`src/rtl/ols_pkg.sv`:
```
// ols_pkg: shared readout state encoding and lane/latency constants.
package ols_pkg;
   typedef enum logic [2:0] {IDLE, WAIT, CAPTURE, SEND, NEXT, FIN} state_t;
   localparam int LANES = 4;
   localparam int RDLAT_DEF = 2;
endpackage

```
`src/rtl/lane_serializer.sv`:
```
// lane_serializer: holds one sample word and emits its enabled byte lanes, lowest first.
module lane_serializer
   import ols_pkg::*;
(
   input  logic               clk,
   input  logic               rst,
   input  logic               load,
   input  logic               flush,
   input  logic [8*LANES-1:0] word,
   input  logic [LANES-1:0]   keep,
   input  logic               tx_ready,
   output logic               tx_valid,
   output logic [7:0]         tx_data,
   output logic               empty,
   output logic               last
);
   logic [8*LANES-1:0] word_q, word_d;
   logic [LANES-1:0]   lanes_q, lanes_d, low;
   always_comb begin
      low = lanes_q & -lanes_q;
      tx_valid = |lanes_q;
      empty = ~tx_valid;
      last = tx_valid && tx_ready && (lanes_q == low);
      tx_data = '0;
      for (int i = LANES - 1; i >= 0; i--)
         if (lanes_q[i]) tx_data = word_q[8*i +: 8];
      word_d = load ? word : word_q;
      lanes_d = flush ? '0 : load ? keep : (tx_valid && tx_ready) ? lanes_q & ~low : lanes_q;
   end
   always_ff @(posedge clk or negedge rst) begin
      if (!rst) begin
         word_q <= '0;
         lanes_q <= '0;
      end else begin
         word_q <= word_d;
         lanes_q <= lanes_d;
      end
   end
endmodule

```
`src/rtl/sram_readout.sv`:
```
// sram_readout: walks the capture SRAM backwards and streams each word's enabled bytes.
module sram_readout
   import ols_pkg::*;
#(
   parameter int MDW = 32,
   parameter int CW = 16,
   parameter int RDLAT = RDLAT_DEF
) (
   input  logic           clk,
   input  logic           rst,
   input  logic           start,
   input  logic           abort,
   input  logic [CW-1:0]  read_count,
   output logic           busy,
   output logic           done,
   output logic           rd_ready,
   input  logic           rd_valid,
   input  logic [3:0]     rd_keep,
   input  logic [MDW-1:0] rd_data,
   output logic           tx_valid,
   output logic [7:0]     tx_data,
   input  logic           tx_ready
);
   localparam int WW = $clog2(RDLAT + 2);
   state_t        state_q, state_d;
   logic [CW-1:0] remaining_q, remaining_d;
   logic [WW-1:0] wcnt_q, wcnt_d;
   logic          done_q, done_d;
   logic          load, ser_last, ser_empty;
   lane_serializer u_ser (
      .clk(clk),
      .rst(rst),
      .load(load),
      .flush(abort),
      .word(rd_data),
      .keep(rd_keep),
      .tx_ready(tx_ready),
      .tx_valid(tx_valid),
      .tx_data(tx_data),
      .empty(ser_empty),
      .last(ser_last)
   );
   always_comb begin
      state_d = state_q;
      remaining_d = remaining_q;
      wcnt_d = (wcnt_q != '0) ? wcnt_q - WW'(1) : wcnt_q;
      done_d = 1'b0;
      load = 1'b0;
      case (state_q)
         IDLE:
            if (start) begin
               remaining_d = read_count;
               wcnt_d = WW'(RDLAT);
               state_d = (read_count == '0) ? FIN : WAIT;
            end
         WAIT:
            if (wcnt_q <= WW'(1) && rd_valid) state_d = CAPTURE;
         CAPTURE: begin
            load = 1'b1;
            remaining_d = remaining_q - CW'(1);
            state_d = (|rd_keep) ? SEND : NEXT;
         end
         SEND:
            if (ser_last || ser_empty) state_d = NEXT;
         NEXT: begin
            wcnt_d = WW'(RDLAT);
            state_d = (remaining_q == '0) ? FIN : WAIT;
         end
         FIN: begin
            done_d = 1'b1;
            state_d = IDLE;
         end
         default: state_d = IDLE;
      endcase
      // abort beats everything, including a same-cycle start
      if (abort) begin
         state_d = IDLE;
         remaining_d = remaining_q;
         done_d = 1'b0;
         load = 1'b0;
      end
   end
   assign busy = state_q != IDLE;
   assign done = done_q;
   assign rd_ready = (state_q == NEXT) && (remaining_q != '0);
   always_ff @(posedge clk or negedge rst) begin
      if (!rst) begin
         state_q <= IDLE;
         remaining_q <= '0;
         wcnt_q <= '0;
         done_q <= 1'b0;
      end else begin
         state_q <= state_d;
         remaining_q <= remaining_d;
         wcnt_q <= wcnt_d;
         done_q <= done_d;
      end
   end
endmodule

```
`config.mk`:
```
export PLATFORM = sky130hd
export DESIGN_NAME = sram_readout
export DESIGN_NICKNAME = d
export VERILOG_FILES = /design/src/rtl/ols_pkg.sv /design/src/rtl/lane_serializer.sv /design/src/rtl/sram_readout.sv
export SDC_FILE = /design/constraint.sdc
export NUM_CORES = 1
export LEC_CHECK = 0
export ABC_AREA = 1
export CAP_MARGIN = 15
export CORE_MARGIN = 2
export CORE_UTILIZATION = 55
export DETAILED_ROUTE_END_ITERATION = 16
export PLACE_DENSITY = 0.82
export SLEW_MARGIN = 40
export SYNTH_ARGS = -nofsm -noshare
export SYNTH_HDL_FRONTEND = slang
export SYNTH_SLANG_ARGS = --single-unit
```
`constraint.sdc`:
```
create_clock -name clk -period 2.18 [get_ports clk]
set_input_delay 0.654 -clock clk [delete_from_list [all_inputs] [get_ports clk]]
set_output_delay 0.654 -clock clk [all_outputs]
set_load 0.05 [all_outputs]
```
==> impl_metrics.yaml, run 1 <==
final_layout:
  utilization: 0.796
  synthToLayoutAreaGrowth_pct: 40.2
  final.fill_count: 387
  multi_input_area_um2: 1760
  drive_above_1_share: 0.283
  antenna_cells: 0
  final-instance-count-excl-fill: 569
  fin_nets: 549
  seq_area_um2: 1460
placement:
  port_buffers: 69
  routabilityCongestion: 0.897
  dp_hpwl_um: 6050
  dp_cells: 546
sta:
  worst_pin_slew_ns: 0.496
  grt_setup_unrepaired: "true"
  fin_crit_sh: 1.03
  setup_viol: 8
  timing.hold.ws_ns: 0.301
  fin_setup_tns_ns: -0.302
  slew_headroom: 0.668
  setup_slack_ns: -0.0614
  fin_skew_ns: 0.00758
  period_needed_ns: 2.24
  slew_violations: 0
  timing_hold_violations_final: 0
  fmax_ghz: 0.446
global_routing:
  grt_pass1_vias: 2952
  grt-ovfl-total: 0
  grt_pass1_wl_um: 13500
  antenna_found_initial: 0
  grt_max_degree: 59
  grt_usage: 0.271
power_and_ir_drop:
  ir_drop_v: 0.000891
  p_total_mw: 5.95
  p_per_area_nw_per_um2: 1270
  p_leak_nw: 2.13
die:
  initial_utilization: 0.568
  die_area_um2: 6720
  fp.dieH_um: 82.0
  num_rows: 28
  pin_count: 70
  die_x_um: 82.0
  core_um2: 5890
yosys:
  yosysWarnings: 0
  syn_inst: 404
  avgSynthCellArea_um2: 8.27
  ys.flop_type: "dfrtp_1"
  syn_nets: 464
  ys_seq_elements: 58
  ys_seq_area_frac: 0.434
  syn_area_um2: 3340
  synthArstFlopShare: 1.00
  synth-edff-count: 0
  synth_cell_types: 35
clock_network:
  cts_made_buffers: 9
  clock_latency_ns: 0.34
  clockBufferDepth: 2
  clkTransAtPathRegs_ns: 0.07
  clk_root_buffer_cell: "clkbuf_8"
  cts_htree_levels: 3
  hold_buffers: 0
  tritoncts: "yes"
  cts.sinks: 58
drt:
  ant_nets: 0
  drc: 0
  drtIter0Drc: 171
  vias_per_cell: 5.54
  wl_met2_um: 4530
  met1_length_um: 3650
  dr.max_layer_used: "met4"
  met3WireLength_um: 539
  wl_per_cell_um: 15.6
  drtPass1Iterations: 5
  vias: 3150
  wirelength_um: 8900
worst_setup_path:
  critPathMaxFanout: 5
  critPathMaxStageDelay_ns: 0.45
  arrival_ns: 1.59
  endpoint_kind: "output port"
  worst_r2r_path_depth: 6
  criticalPathCategory: "reg2out"
  cp-start-kind: "flip-flop"
  cp_cell_sequence: "inv_4 > buf_6 > nand3_1 > nand2_1 > o21ai_1 > o21ai_2 > buf_12"
  cp_slowest_cell: "dfrtp_2"
  crit_required_ns: 1.53
status:
  status: "complete, but fails checks"
  failed_checks: "negative setup slack"
hold_path:
  hp-class: "in2async"
run:
  cap_violations: 0
-- critical path, delay by kind of cell, from the launching register on --
kind                   cells  cell delay [ns]
buffers and inverters      3             0.38
AO/OA/AOI/OAI              2             0.27
flip-flops                 1             0.45
AND/OR/NAND/NOR            2             0.14
-- cells in the mapped netlist (all sizes together) (2+ instances only) --
cell type	instances	area [µm²]
nand2	91	372
dfrtp	58	1450
nor2	46	196
inv	41	159
o21ai	38	194
nand3	35	188
mux2	32	360
a21oi	20	108
buf	11	88.8
nand4	6	37.5
xor2	6	52.6
nor3	4	20.0
clkbuf	3	11.3
a31oi	2	12.5
ha	2	25.0
nand3b	2	15.0
o211ai	2	20.0
-- logic make-up (layout without fill, tap and decap cells) --
logic type / after synthesis / in the layout / synth area share
and+or+nand+nor: 186 / 186 / 0.252
AOI/OAI and AO/OA: 63 / 63 / 0.102
adders and majority gates: 2 / 2 / 0.00749
xor gates and xnor gates: 7 / 7 / 0.0183
muxes: 32 / 32 / 0.108
buffers and inverters: 56 / 146 / 0.0786
DFF: 58 / 58 / 0.434
-- flip-flops by register name (all words and copies together) (netlist names) --
signal and count:
u_ser.word_q 32, remaining_q 16, u_ser.lanes_q 4, state_q 3
wcnt_q 2, done 1
-- final cells by class --
class	count	share of cell area
sequential	58	0.311
tap	75	0.0200
clock inverter	6	0.0190
inverter	42	0.0353
multi-input combinational	290	0.376
timing repair buffer	88	0.210
clock buffer	10	0.0294
-- placed cells by master (no fill, tap or decap), drive strengths merged, types with 10 or more instances in the layout --
cell / count
inv: 42
mux2: 32
nand3: 35
clkdlybuf4s50: 56
dfrtp: 58
nor2: 46
clkbuf: 10
a21oi: 20
o21ai: 38
buf: 32
nand2: 91
-- power breakdown --
part	total, mW	switching [mW]	internal [mW]
Clock	1.14	0.465	0.676
Combinational	2.81	1.55	1.26
Sequential	2.00	0.437	1.56
Total	5.95	2.45	3.50
-- per-stage QoR --
stage,cell area (µm²),worst slack (ns)
2_1_floorplan,3370,0.00143
3_3_place_gp,4290,0.122
3_5_place_dp,4290,0.0743
4_1_cts,4560,0.00164
5_1_grt,4680,-0.140
6_report,4680,-0.0614
-- layer usage --
metal,global-route usage,vias up
met3,0.0473,17
met5,0,-
li1,-,1505
met1,0.340,1494
met4,0.105,0
met2,0.464,134
-- path summary, 6_finish.rpt --
kind                                  startpoint          endpoint  slack [ns]
worst max-delay path            u_ser.lanes_q[2]        tx_data[7]       -0.06
worst min-delay path                         rst    remaining_q[1]        0.30
worst max register to register        state_q[2]  u_ser.lanes_q[0]        0.48
worst min register to register         wcnt_q[0]         wcnt_q[0]        0.49
max in group asynchronous                    rst        state_q[0]        1.60
min in group clk                       wcnt_q[0]         wcnt_q[0]        0.49
-- timing repair --
item / 4_1_cts / 5_1_grt
resized for setup: 16 / 36
setup endpoints to repair: 10 / 10
gates cloned: 0 / 1
pin swaps: 1 / 15
setup buffers: 2 / 4
No activity file was read; power rests on OpenSTA's default activity.
==> inputs of run 2 (changes only) <==
--- a/config.mk
+++ b/config.mk
@@ -8,9 +8,9 @@
 export ABC_AREA = 1
 export CAP_MARGIN = 15
 export CORE_MARGIN = 2
-export CORE_UTILIZATION = 55
+export CORE_UTILIZATION = 45
 export DETAILED_ROUTE_END_ITERATION = 16
-export PLACE_DENSITY = 0.82
+export PLACE_DENSITY = 0.69
 export SLEW_MARGIN = 40
 export SYNTH_ARGS = -nofsm -noshare
 export SYNTH_HDL_FRONTEND = slang
==> run 2 against run 1 <==
Effect of this change: the flow still finishes with violations (negative setup slack); die area up 21%; critical path type unchanged; largest power group unchanged; flip-flop and latch count unchanged; hold slack worse by 0.0081 ns.
==> impl_metrics.yaml, run 2 (synthesized netlist as in run 1, its figures left out) <==
worst_setup_path:
  crit_required_ns: 1.53
  endpoint_kind: "output port"
  critPathMaxFanout: 7
  r2r_slack_ns: 0.36
  cp_slowest_cell: "dfrtp_1"
  crit_top_cell: "o21ai_2"
  cp_cell_sequence: "buf_4 > a21oi_1 > nand2_2 > o21ai_2 > o21ai_2 > buf_12"
  cp-start-kind: "flip-flop"
  critPathMaxStageDelay_ns: 0.42
  criticalPathCategory: "reg2out"
  arrival_ns: 1.53
drt:
  vias: 3037
  wirelength_um: 8580
  wl_per_cell_um: 14.5
  drc: 0
  vias_per_cell: 5.12
  drtPass1Iterations: 4
  ant_nets: 0
  drtIter0Drc: 145
final_layout:
  final_area_um2: 4710
  layout_common_cells: "nand2_1 (78), clkdlybuf4s50_1 (57), dfrtp_1 (56), nor2_1 (38)"
  fin_nets: 549
  layout_commonest_cell: "nand2_1"
  largest_reg_flops: 32
  antenna_cells: 0
  reg_top3: "u_ser.word_q (32), remaining_q (16), u_ser.lanes_q (4)"
  top_register: "u_ser.word_q"
  drive_above_1_share: 0.285
  final-instance-count-excl-fill: 593
  synthToLayoutAreaGrowth_pct: 40.8
placement:
  routabilityCongestion: 0.876
  dpl-instance-area_um2: 4300
  dp_cells: 567
  port_buffers: 69
  dp_hpwl_um: 6080
sta:
  fin_skew_ns: 0.00798
  setup_slack_ns: -0.00521
  grt_setup_unrepaired: "true"
  slew_violations: 0
  slew_headroom: 0.636
  setup_viol: 1
  worst_pin_slew_ns: 0.544
  fin_crit_sh: 1.00
  fmax_ghz: 0.458
  timing_hold_violations_final: 0
  period_needed_ns: 2.19
global_routing:
  antenna_found_initial: 0
  grt-ovfl-total: 0
  grt_max_degree: 59
  grt_pass1_vias: 3086
  grt_usage: 0.216
  grt_pass1_wl_um: 14200
hold_path:
  hp-class: "in2async"
die:
  die_x_um: 90.2
  pin_count: 70
  core_um2: 7210
  fp.dieH_um: 90.2
  initial_utilization: 0.463
  num_rows: 31
  die_area_um2: 8130
clock_network:
  clkTransAtPathRegs_ns: 0.07
  clk_root_buffer_cell: "clkbuf_8"
  cts_made_buffers: 9
  hold_buffers: 0
  cts.sinks: 58
  clockBufferDepth: 2
  clock_latency_ns: 0.35
  cts_htree_levels: 3
  tritoncts: "yes"
power_and_ir_drop:
  p_leak_nw: 2.12
  p_per_area_nw_per_um2: 1220
  ir_drop_v: 0.000940
run:
  cap_violations: 0
status:
  status: "complete, but fails checks"
  failed_checks: "negative setup slack"
==> run 2: report_power, final <==
| group | internal (mW) | switching [mW] |
|---|---|---|
| clock network | 0.454 | 0.482 |
| logic | 1.28 | 1.57 |
| registers | 1.56 | 0.400 |
| total | 3.29 | 2.45 |
==> run 2: what timing repair did <==
action	CTS	global route
buffers inserted	3	7
resized for setup	9	48
endpoints found under the setup margin	9	9
pin swaps	2	18
gates cloned	0	0
==> run 2: worst paths after layout <==
kind / startpoint / to / cells after the start
min: rst / remaining_q[14] / 2
min reg2reg: u_ser.word_q[6] / u_ser.word_q[6] / 1
max: u_ser.lanes_q[1] / tx_data[3] / 6
max reg2reg: state_q[2] / u_ser.lanes_q[3] / 7
max in group asynchronous: rst / u_ser.lanes_q[3] / 2
min in group clk: u_ser.word_q[6] / u_ser.word_q[6] / 1
==> run 2: per-layer routing <==
metal / global-route usage / vias up / share of wire
li1: - / 1505 / -
met1: 0.271 / 1442 / 0.44
met2: 0.350 / 80 / 0.48
met3: 0.0763 / 10 / 0.072
met4: 0.0718 / 0 / 0.014
met5: 0 / - / 0
==> run 2: cell type report <==
class                           instances  area (µm²)
Clock buffer                           10         138
Clock inverter                          6        50.0
Fill cell                             612        2510
Inverter                               42         165
Multi-Input combinational cell        290        1790
Sequential cell                        58        1450
Tap cell                               99         124
Timing Repair Buffer                   88         987
==> run 2: worst max-delay path, delay by kind of cell (launching register included) <==
family	cells	cell delay (ns)
flops	1	0.42
compound gates	3	0.33
buf+inv	2	0.33
simple gates	1	0.10
==> run 2: stage by stage <==
| step | total power [mW] | setup slack, ns | TNS [ns] | utilization | hold slack (ns) |
|---|---|---|---|---|---|
| 2_1_floorplan | 3.63 | 0.00143 | 0 | - | 0.358 |
| 3_3_place_gp | 4.49 | 0.102 | 0 | 0.596 | 0.476 |
| 3_5_place_dp | 4.56 | 0.103 | 0 | 0.596 | 0.486 |
| 4_1_cts | 5.54 | 0.00400 | 0 | 0.627 | 0.311 |
| 5_1_grt | 6.16 | -0.0984 | -0.472 | 0.652 | 0.308 |
| 6_report | 5.75 | -0.00521 | -0.00521 | 0.652 | 0.293 |
